### src/rtl/vend_sequencer_if.sv
// vend_sequencer_if: coin, dispenser and hopper signals of the vending transaction controller
interface vend_sequencer_if #(parameter int CW = 6);
  logic coin_valid;
  logic [3:0] coin;
  logic cancel;
  logic vend_ack;
  logic chg_ack;
  logic vend_req;
  logic chg_req;
  logic [1:0] chg_type;
  logic coin_reject;
  logic [CW-1:0] credit;
  logic busy;
  modport slave (
    input coin_valid, coin, cancel, vend_ack, chg_ack,
    output vend_req, chg_req, chg_type, coin_reject, credit, busy
  );
  modport master (
    output coin_valid, coin, cancel, vend_ack, chg_ack,
    input vend_req, chg_req, chg_type, coin_reject, credit, busy
  );
endinterface

### src/rtl/vend_sequencer.sv
// vend_sequencer: accumulates coin credit, sequences the dispenser, then pays change greedily
module vend_sequencer #(
  parameter int PRICE = 15,
  parameter int MAX_CREDIT = 40,
  parameter int TIMEOUT_CYC = 500000000,
  parameter int CW = 6
) (
  input logic CLK50M,
  input logic RSTb,
  vend_sequencer_if.slave bus
);
  localparam int TW = $clog2(TIMEOUT_CYC + 1);
  typedef enum logic [2:0] {IDLE, CREDIT, VEND, CHANGE_REQ, CHANGE_GAP} state_t;
  state_t state;
  logic [TW-1:0] cnt;
  logic [CW:0] val, sum;
  logic [CW-1:0] ncred, cval;
  logic onehot, open, tmo, cxl, acc;
  function automatic logic [1:0] pick(input logic [CW-1:0] c);
    return c >= CW'(5) ? 2'd2 : c >= CW'(2) ? 2'd1 : 2'd0;
  endfunction
  always_comb begin
    onehot = bus.coin inside {4'b0001, 4'b0010, 4'b0100, 4'b1000};
    val = bus.coin == 4'b0001 ? (CW+1)'(1) : bus.coin == 4'b0010 ? (CW+1)'(2) :
          bus.coin == 4'b0100 ? (CW+1)'(5) : bus.coin == 4'b1000 ? (CW+1)'(20) : '0;
    sum = {1'b0, bus.credit} + val;
    open = state == IDLE || state == CREDIT;
    tmo = state == CREDIT && cnt == TW'(TIMEOUT_CYC - 1);
    cxl = state == CREDIT && bus.cancel;
    // a coin arriving together with cancel or timeout loses; it is refused so the refund is exact
    acc = bus.coin_valid && open && onehot && sum <= (CW+1)'(MAX_CREDIT) && !cxl && !tmo;
    ncred = acc ? sum[CW-1:0] : bus.credit;
    cval = bus.chg_type == 2'd2 ? CW'(5) : bus.chg_type == 2'd1 ? CW'(2) : CW'(1);
  end
  always_ff @(posedge CLK50M or negedge RSTb) begin
    if (!RSTb) begin
      state <= IDLE;
      cnt <= '0;
      bus.credit <= '0;
      bus.vend_req <= 1'b0;
      bus.chg_req <= 1'b0;
      bus.chg_type <= 2'd0;
      bus.coin_reject <= 1'b0;
      bus.busy <= 1'b0;
    end else begin
      bus.coin_reject <= bus.coin_valid && !acc;
      case (state)
        IDLE: if (acc) begin
          bus.credit <= ncred;
          cnt <= '0;
          state <= CREDIT;
        end
        CREDIT: if (cxl || tmo) begin
          state <= CHANGE_REQ;
          bus.chg_req <= 1'b1;
          bus.chg_type <= pick(bus.credit);
          bus.busy <= 1'b1;
        end else begin
          bus.credit <= ncred;
          cnt <= acc ? '0 : cnt + 1'b1;
          if (ncred >= CW'(PRICE)) begin
            state <= VEND;
            bus.vend_req <= 1'b1;
            bus.busy <= 1'b1;
          end
        end
        VEND: if (bus.vend_ack) begin
          bus.vend_req <= 1'b0;
          bus.credit <= bus.credit - CW'(PRICE);
          state <= bus.credit != CW'(PRICE) ? CHANGE_GAP : IDLE;
          bus.busy <= bus.credit != CW'(PRICE);
        end
        CHANGE_REQ: if (bus.chg_ack) begin
          bus.chg_req <= 1'b0;
          bus.credit <= bus.credit - cval;
          state <= CHANGE_GAP;
        end
        CHANGE_GAP: if (bus.credit != '0) begin
          state <= CHANGE_REQ;
          bus.chg_req <= 1'b1;
          bus.chg_type <= pick(bus.credit);
        end else begin
          state <= IDLE;
          bus.busy <= 1'b0;
        end
        default: state <= IDLE;
      endcase
    end
  end
endmodule

### src/flat_wrapper.sv
// flat-port wrapper written by rule: the top's interface ports become plain ports
module vend_sequencer_flat 
#(
  parameter int PRICE = 15,
  parameter int MAX_CREDIT = 40,
  parameter int TIMEOUT_CYC = 500000000,
  parameter int CW = 6
)
  (CLK50M, RSTb, bus_coin_valid, bus_coin, bus_cancel, bus_vend_ack, bus_chg_ack, bus_vend_req, bus_chg_req, bus_chg_type, bus_coin_reject, bus_credit, bus_busy);
  vend_sequencer_if #(.CW(CW)) bus_i ();
  input logic CLK50M;
  input logic RSTb;
  input wire logic [$bits(bus_i.coin_valid)-1:0] bus_coin_valid;
  input wire logic [$bits(bus_i.coin)-1:0] bus_coin;
  input wire logic [$bits(bus_i.cancel)-1:0] bus_cancel;
  input wire logic [$bits(bus_i.vend_ack)-1:0] bus_vend_ack;
  input wire logic [$bits(bus_i.chg_ack)-1:0] bus_chg_ack;
  output wire logic [$bits(bus_i.vend_req)-1:0] bus_vend_req;
  output wire logic [$bits(bus_i.chg_req)-1:0] bus_chg_req;
  output wire logic [$bits(bus_i.chg_type)-1:0] bus_chg_type;
  output wire logic [$bits(bus_i.coin_reject)-1:0] bus_coin_reject;
  output wire logic [$bits(bus_i.credit)-1:0] bus_credit;
  output wire logic [$bits(bus_i.busy)-1:0] bus_busy;
  assign bus_i.coin_valid = bus_coin_valid;
  assign bus_i.coin = bus_coin;
  assign bus_i.cancel = bus_cancel;
  assign bus_i.vend_ack = bus_vend_ack;
  assign bus_i.chg_ack = bus_chg_ack;
  assign bus_vend_req = bus_i.vend_req;
  assign bus_chg_req = bus_i.chg_req;
  assign bus_chg_type = bus_i.chg_type;
  assign bus_coin_reject = bus_i.coin_reject;
  assign bus_credit = bus_i.credit;
  assign bus_busy = bus_i.busy;
  vend_sequencer #(.PRICE(PRICE), .MAX_CREDIT(MAX_CREDIT), .TIMEOUT_CYC(TIMEOUT_CYC), .CW(CW)) u_core (.CLK50M(CLK50M), .RSTb(RSTb), .bus(bus_i));
endmodule
### config.mk
export PLATFORM = sky130hd
export DESIGN_NAME = vend_sequencer_flat
export DESIGN_NICKNAME = d
export VERILOG_FILES = /design/src/rtl/vend_sequencer_if.sv /design/src/rtl/vend_sequencer.sv /design/src/flat_wrapper.sv
export SDC_FILE = /design/constraint.sdc
export NUM_CORES = 1
export LEC_CHECK = 0
export CAP_MARGIN = 20
export CORE_MARGIN = 8
export CORE_UTILIZATION = 64
export CTS_CLUSTER_DIAMETER = 30
export DETAILED_ROUTE_END_ITERATION = 16
export HOLD_SLACK_MARGIN = 0.03
export PLACE_DENSITY = 0.86
export SYNTH_ARGS = -nofsm -noshare
export SYNTH_HDL_FRONTEND = slang
export SYNTH_SLANG_ARGS = --single-unit
### constraint.sdc
create_clock -name CLK50M -period 8 [get_ports CLK50M]
set_input_delay 2.4 -clock CLK50M [delete_from_list [all_inputs] [get_ports CLK50M]]
set_output_delay 2.4 -clock CLK50M [all_outputs]
set_load 0.01 [all_outputs]
[Word-level counts from Yosys, hierarchy flattened]
Index checks and enable logic that the tools add are counted.
Storage, ports and cells
  register bits: 44
  input bits: 10
  word-level logic and storage cells: 107
Operators by class
  add/sub/neg operators: 4
  magnitude comparators: 4
  eq/ne operators: 21
  muxes and demuxes: 41
  reductions and logical operators: 29
Operators with widths (count)
  2-to-1 mux 29 bit: 3
  case mux 29 bit (2 select lines): 1
  2-to-1 mux 6 bit: 6
  adder 29 x 1 -> 29 bit, second input constant: 1
  equality test 29 bit, second input constant: 1
  case mux 6 bit (4 select lines): 1
  2-to-1 mux 7 bit: 3
  2-to-1 mux 3 bit: 6
  AND reduction 4 bit: 4
  case mux 3 bit (5 select lines): 1
  != test 2 bit, second input constant: 6
  2-to-1 mux 1 bit: 10
  2-to-1 mux 2 bit: 5
  logical AND 1 bit: 8
  nonzero test 4 bit: 2
  adder 6 x 7 -> 7 bit: 1
  less-or-equal comparator 7 x 6 -> 1 bit, second input constant: 1
  equality test 3 x 2 -> 1 bit, second input constant: 2
  greater-or-equal comparator 6 x 2 -> 1 bit, second input constant: 1
  greater-or-equal comparator 6 x 3 -> 1 bit, second input constant: 1
  greater-or-equal comparator 6 x 4 -> 1 bit, second input constant: 1
  != test 6 x 4 -> 1 bit, second input constant: 1
  case mux 1 bit (3 select lines): 2
  AND reduction 3 bit: 2
  other kinds (22): 29

[Logic depth before layout (Yosys ltp)]
  word-level depth: 15
  mapped depth: 14

[Least setup slack after synthesis]
No wires, ideal clock.
  kind: in2reg
  start point: in bus_coin[2]
  end point: reg u_core.state[0]
  arrival: 4.678 ns
  setup slack: 3.176 ns
  stages: 13
  cell sequence: xnor2_1 -> nor3_1 -> ha_1 -> inv_1 -> fa_1 -> inv_1 -> o32ai_1 -> nor2_1 -> o21ai_1 -> buf_2 -> a21oi_1 -> o21bai_1 -> a22oi_1
On the way
  longest elaborated chain between the ends: 14
  elaborated cells on any way between the ends: 20
  classes of those cells: add/sub: 1; order compare: 2; eq/ne: 6; mux: 5; reduce/logical: 6
Ends and longest elaborated chain
  from (decl): RTL line flat_wrapper.sv:14  | input wire logic [$bits(bus_i.coin)-1:0] bus_coin;
  equality test 4 bit: RTL line vend_sequencer.sv:23, vend_sequencer.sv:25
  2-to-1 mux 5 bit: RTL line vend_sequencer.sv:25  | bus.coin == 4'b0100 ? (CW+1)'(5) : bus.coin == 4'b1000 ? (CW+1)'(20) : '0;
  2-to-1 mux 7 bit: RTL line vend_sequencer.sv:25
  2-to-1 mux 7 bit (2 in series): RTL line vend_sequencer.sv:24  | val = bus.coin == 4'b0001 ? (CW+1)'(1) : bus.coin == 4'b0010 ? (CW+1)'(2) :
  adder 6 x 7 -> 7 bit: RTL line vend_sequencer.sv:26  | sum = {1'b0, bus.credit} + val;
  less-or-equal comparator 7 x 6 -> 1 bit: RTL line vend_sequencer.sv:31  | acc = bus.coin_valid && open && onehot && sum <= (CW+1)'(MAX_CREDIT) && !cxl && !tmo;
  logical AND 1 bit (3 in series): RTL line vend_sequencer.sv:31
  2-to-1 mux 6 bit: RTL line vend_sequencer.sv:32  | ncred = acc ? sum[CW-1:0] : bus.credit;
  greater-or-equal comparator 6 x 4 -> 1 bit: RTL line vend_sequencer.sv:61  | if (ncred >= CW'(PRICE)) begin
  != test 3 bit (no line)
  AND reduction 4 bit (no line) *
  to (signal assigned): RTL line vend_sequencer.sv:70  | state <= bus.credit != CW'(PRICE) ? CHANGE_GAP : IDLE;
  to (decl): RTL line vend_sequencer.sv:14  | state_t state;
Every way passes the cells marked *; elsewhere a longest branch is shown, timed or not.
A chain may end at the register's enable or synchronous reset.

[Final worst setup path]
  start point: in bus_coin[2]
  end point: reg u_core.cnt[25]
On the way
  longest elaborated chain between the ends: 13
  elaborated cells on any way between the ends: 20
  classes of those cells: add/sub: 1; order compare: 1; eq/ne: 5; mux: 7; reduce/logical: 6
Ends and longest elaborated chain
  equality test 4 bit: RTL line vend_sequencer.sv:23, vend_sequencer.sv:25
  2-to-1 mux 5 bit: RTL line vend_sequencer.sv:25
  2-to-1 mux 7 bit: RTL line vend_sequencer.sv:25
  2-to-1 mux 7 bit (2 in series): RTL line vend_sequencer.sv:24
  adder 6 x 7 -> 7 bit: RTL line vend_sequencer.sv:26
  less-or-equal comparator 7 x 6 -> 1 bit: RTL line vend_sequencer.sv:31
  logical AND 1 bit * (3 in series): RTL line vend_sequencer.sv:31
  2-to-1 mux 29 bit: RTL line vend_sequencer.sv:60  | cnt <= acc ? '0 : cnt + 1'b1;
  2-to-1 mux 29 bit: RTL line vend_sequencer.sv:53  | CREDIT: if (cxl || tmo) begin
  case mux 29 bit (2 select lines): RTL line vend_sequencer.sv:47  | case (state)
  to (signal assigned): RTL line vend_sequencer.sv:60
  to (decl): RTL line vend_sequencer.sv:15  | logic [TW-1:0] cnt;
Every way passes the cells marked *; elsewhere a longest branch is shown, timed or not. The select of a mux whose other input is x is not followed.

==> impl_metrics.csv <==
group,metric,value,unit
outcome,result_of_the_run,"completed",
layout,n_antenna_cell,0,
grt,grt_overflow,0,
power,power.density,296,nW/um^2
critical_path,cp_num_cells,15,
clocking,cts_tree,"done",
die,floorplan.rows,25,
flow_run,maxCapViolCount,0,
logic_synthesis,synth-edff-count,0,
clocking,numClockSinks,44,
critical_path,ff2ff_path_depth,11,
logic_synthesis,synth.yosys.seq_area_share,35.2,%
drt,routed_wl,7.63,mm
drt,ant_nets,0,
critical_path,cp-start-kind,"input pin",
clocking,clk_path_buf_depth,2,
logic_synthesis,netlist_instances,372,
die,die_width,85.9,um
timing,worst_slew_pin_slew,0.612,ns
timing,grt_setup_unrepaired,"false",
grt,grt_max_degree,45,
logic_synthesis,synthesis.nets,397,
clocking,cts-root-buf,"clkbuf_8",
die,fp.coreArea,4720,sq um
timing,setup_violations,0,
logic_synthesis,synthesis.yosys.warnings,0,
drt,detailroute.via_count,2980,
die,die_height,85.9,um
clocking,clk_pin_slew_worst_paths,0.08,ns
critical_path,setup.worst_path.end_class,"flip-flop",
grt,grt_pass1_wl,12.9,mm
place,routabilityCongestion,0.930,
logic_synthesis,post-synth-top-count-cell,"dfrtp_1",
logic_synthesis,syn-cell-area,3130,sq um
drt,detail_route.wl_per_cell,16.7,um
die,die-area,7380,sq um
clocking,post-cts-setup-buffers,0,
critical_path,cpMaxStageDelayCell,"clkdlybuf4s50_1",
clocking,clk-insertion-delay-late,0.30,ns
layout,layout-drive-gt1-share,6.92,%
worst_hold_path,worstHoldPathCells,1,
critical_path,worst_ep_arrival_time,5.88,ns
timing,setup_total_negative_slack,0,ns
critical_path,timing.critical_path.fanout_max,23,
layout,final_design_area_no_fill,3470,sq um
critical_path,critical_path.top_delay_family,"buffers and inverters",
drt,via_per_inst,6.52,
logic_synthesis,synth.area.top_cells,"dfrtp_1 35%, ha_1 5.2%, o21ai_0 4.8%",
place,placed_area,3350,sq um
timing,max_slew_margin,58.8,%
die,num_io_pins,22,
logic_synthesis,synthDistinctLibCells,61,
logic_synthesis,yosysTopAreaCellShare,35.2,%
clocking,htree_num_levels,2,
logic_synthesis,dominantRegCellSynth,"dfrtp_1",
clocking,cts_hold_repair.buffers,0,
place,io_port_bufs,21,
timing,fmax,0.176,GHz
logic_synthesis,synthesized_area_per_cell,8.40,sq um
drt,drtPass1Iterations,5,
logic_synthesis,synth_area_leader_cell,"dfrtp_1",
timing,hold_violations,0,
grt,antenna_found_initial,0,
logic_synthesis,ys_seq_elements,44,
grt,track_usage,21.3,%
clocking,cts_buffers,5,
layout,area.growth.synth_to_final,10.9,%
timing,final_max_slew_viol_count,0,
clocking,ctsResizeCount,0,
critical_path,timing.critical_path.slowest_cell_delay,0.52,ns
logic_synthesis,synthArstFlopShare,100,%
grt,grt_pass1_vias,2783,
drt,drt-initial-drc-count,225,
power,power.ir.vdd_worst,0.119,mV
die,start_util,66.2,%
worst_hold_path,hold_class,"flip-flop to flip-flop",
timing,final.min_clock_period,5.67,ns
timing,fin_skew,0.00997,ns
layout,final_net_count,414,
logic_synthesis,netlist_top_cells_count,"44 x dfrtp_1, 39 x nand2_1, 30 x o21ai_0",
timing,min_period_over_period,70.9,%
drt,drc,0,
critical_path,crit_top_cell,"xnor2_1",
place,dpl.hpwl,5.41,mm
critical_path,cp_cell_sequence,"clkdlybuf4s50_1 -> xnor2_1 -> nor3_1 -> ha_1 -> inv_1 -> fa_1 -> nor2b_1 -> o21ai_0 -> xnor2_1 -> o21ai_1 -> buf_4 -> a21oi_2 -> buf_8 -> or2b_1 -> a31oi_1",
critical_path,count_of_buffering_cells_on_the_critical_path_with_inverters_included,4,
power,power_leakage,1.38,nW
critical_path,criticalPathCategory,"input pin to flip-flop",
critical_path,worst_path_required_time,8.21,ns
==> worst register-to-register path: stages (launching register included) <==
cell and delay [ns]:
dfrtp_1 0.57, inv_1 0.19, fa_1 0.48, nor2b_1 0.16, o21ai_0 0.12, xnor2_1 0.30, o21ai_1 0.12, buf_4 0.21
a21oi_2 0.43, buf_8 0.24, or2b_1 0.25, a31oi_1 0.16
==> kinds of logic (layout without fill, tap and decap cells) <==
family                     after synthesis  in the layout  synth area share (%)
DFF                                     44             44                  35.2
muxes                                    6              6                  2.04
buffers and inverters                   34             52                  5.32
and+or+nand+nor                        144            144                  24.0
AOI/OAI and AO/OA                      116            116                  23.3
adders and majority gates               15             15                  6.49
xor gates and xnor gates                13             13                  3.64
==> sequential cells by signal, indices dropped and copies added (netlist names) <==
| register | flops |
|---|---|
| u_core.bus.chg_req | 1 |
| u_core.state | 3 |
| u_core.bus.chg_type | 2 |
| u_core.bus.vend_req | 1 |
| u_core.bus.busy | 1 |
| u_core.cnt | 29 |
| u_core.bus.credit | 6 |
| u_core.bus.coin_reject | 1 |
==> final cells by class <==
cell class	instances	area (sq um)
Clock buffer	7	86.3
Clock inverter	1	7.51
Fill cell	368	1260
Inverter	18	67.6
Multi-Input combinational cell	294	1860
Sequential cell	44	1100
Tap cell	67	83.8
Timing Repair Buffer	26	263
==> metal layers <==
layer  GRT usage (%)  vias to the layer above  wire length, um
li1                -                     1400                -
met1            27.0                     1436             3230
met2            34.8                      122             3750
met3            3.53                       22              442
met4            8.92                        0              213
met5               0                        -                0
==> stage by stage <==
step	util [%]	total power, mW	std cells	setup slack [ns]	hold slack, ns
global placement	70.7	0.854	447	1.85	0.476
CTS	73.0	1.02	456	2.35	0.487
global route	73.4	1.10	457	2.07	0.520
finish	73.4	1.03	457	2.33	0.487
floorplan	-	0.720	372	3.18	0.450
detailed placement	71.0	0.871	448	2.07	0.475
==> layout by cell type (no fill, tap or decap), types with 3 or more instances in the layout <==
cell type	Yosys	final
xor2_1	5	5
nand3_1	18	18
nor2_1	24	24
o22ai_1	4	4
a21oi_1	27	27
a21o_1	3	3
o21ai_0	30	30
nor4b_1	4	4
nand4_1	8	8
a2bb2oi_1	4	4
mux2_2	3	3
clkdlybuf4s50_1	0	20
and3_1	5	5
dfrtp_1	44	44
clkbuf_8	0	6
nor3_1	9	9
nor4_1	4	4
nand2b_1	9	9
a22o_1	4	4
xnor2_1	8	8
nand2_1	39	39
o21ai_1	9	9
a31oi_1	11	11
or3_1	7	7
buf_4	1	3
o31ai_1	3	3
mux2i_1	3	3
ha_1	13	13
inv_1	18	18
==> worst paths after layout <==
kind / start / end / slack [ns]
worst max-delay path: bus_coin[2] / u_core.cnt[25] / 2.33
worst min-delay path: u_core.cnt[16] / u_core.cnt[16] / 0.49
worst max register to register: u_core.bus.credit[1] / u_core.cnt[25] / 4.69
worst min register to register: u_core.cnt[16] / u_core.cnt[16] / 0.49
max in group asynchronous: RSTb / u_core.cnt[23] / 5.67
min in group asynchronous: RSTb / u_core.cnt[22] / 1.90
==> power by group <==
part	leakage, nW	switching [mW]	total (mW)	internal [mW]
Combinational	0.764	0.298	0.529	0.231
Clock	0.0445	0.0777	0.148	0.0703
Sequential	0.569	0.0837	0.348	0.265
Total	1.38	0.460	1.03	0.566
Note: power is estimated with default switching activity, not from simulation.
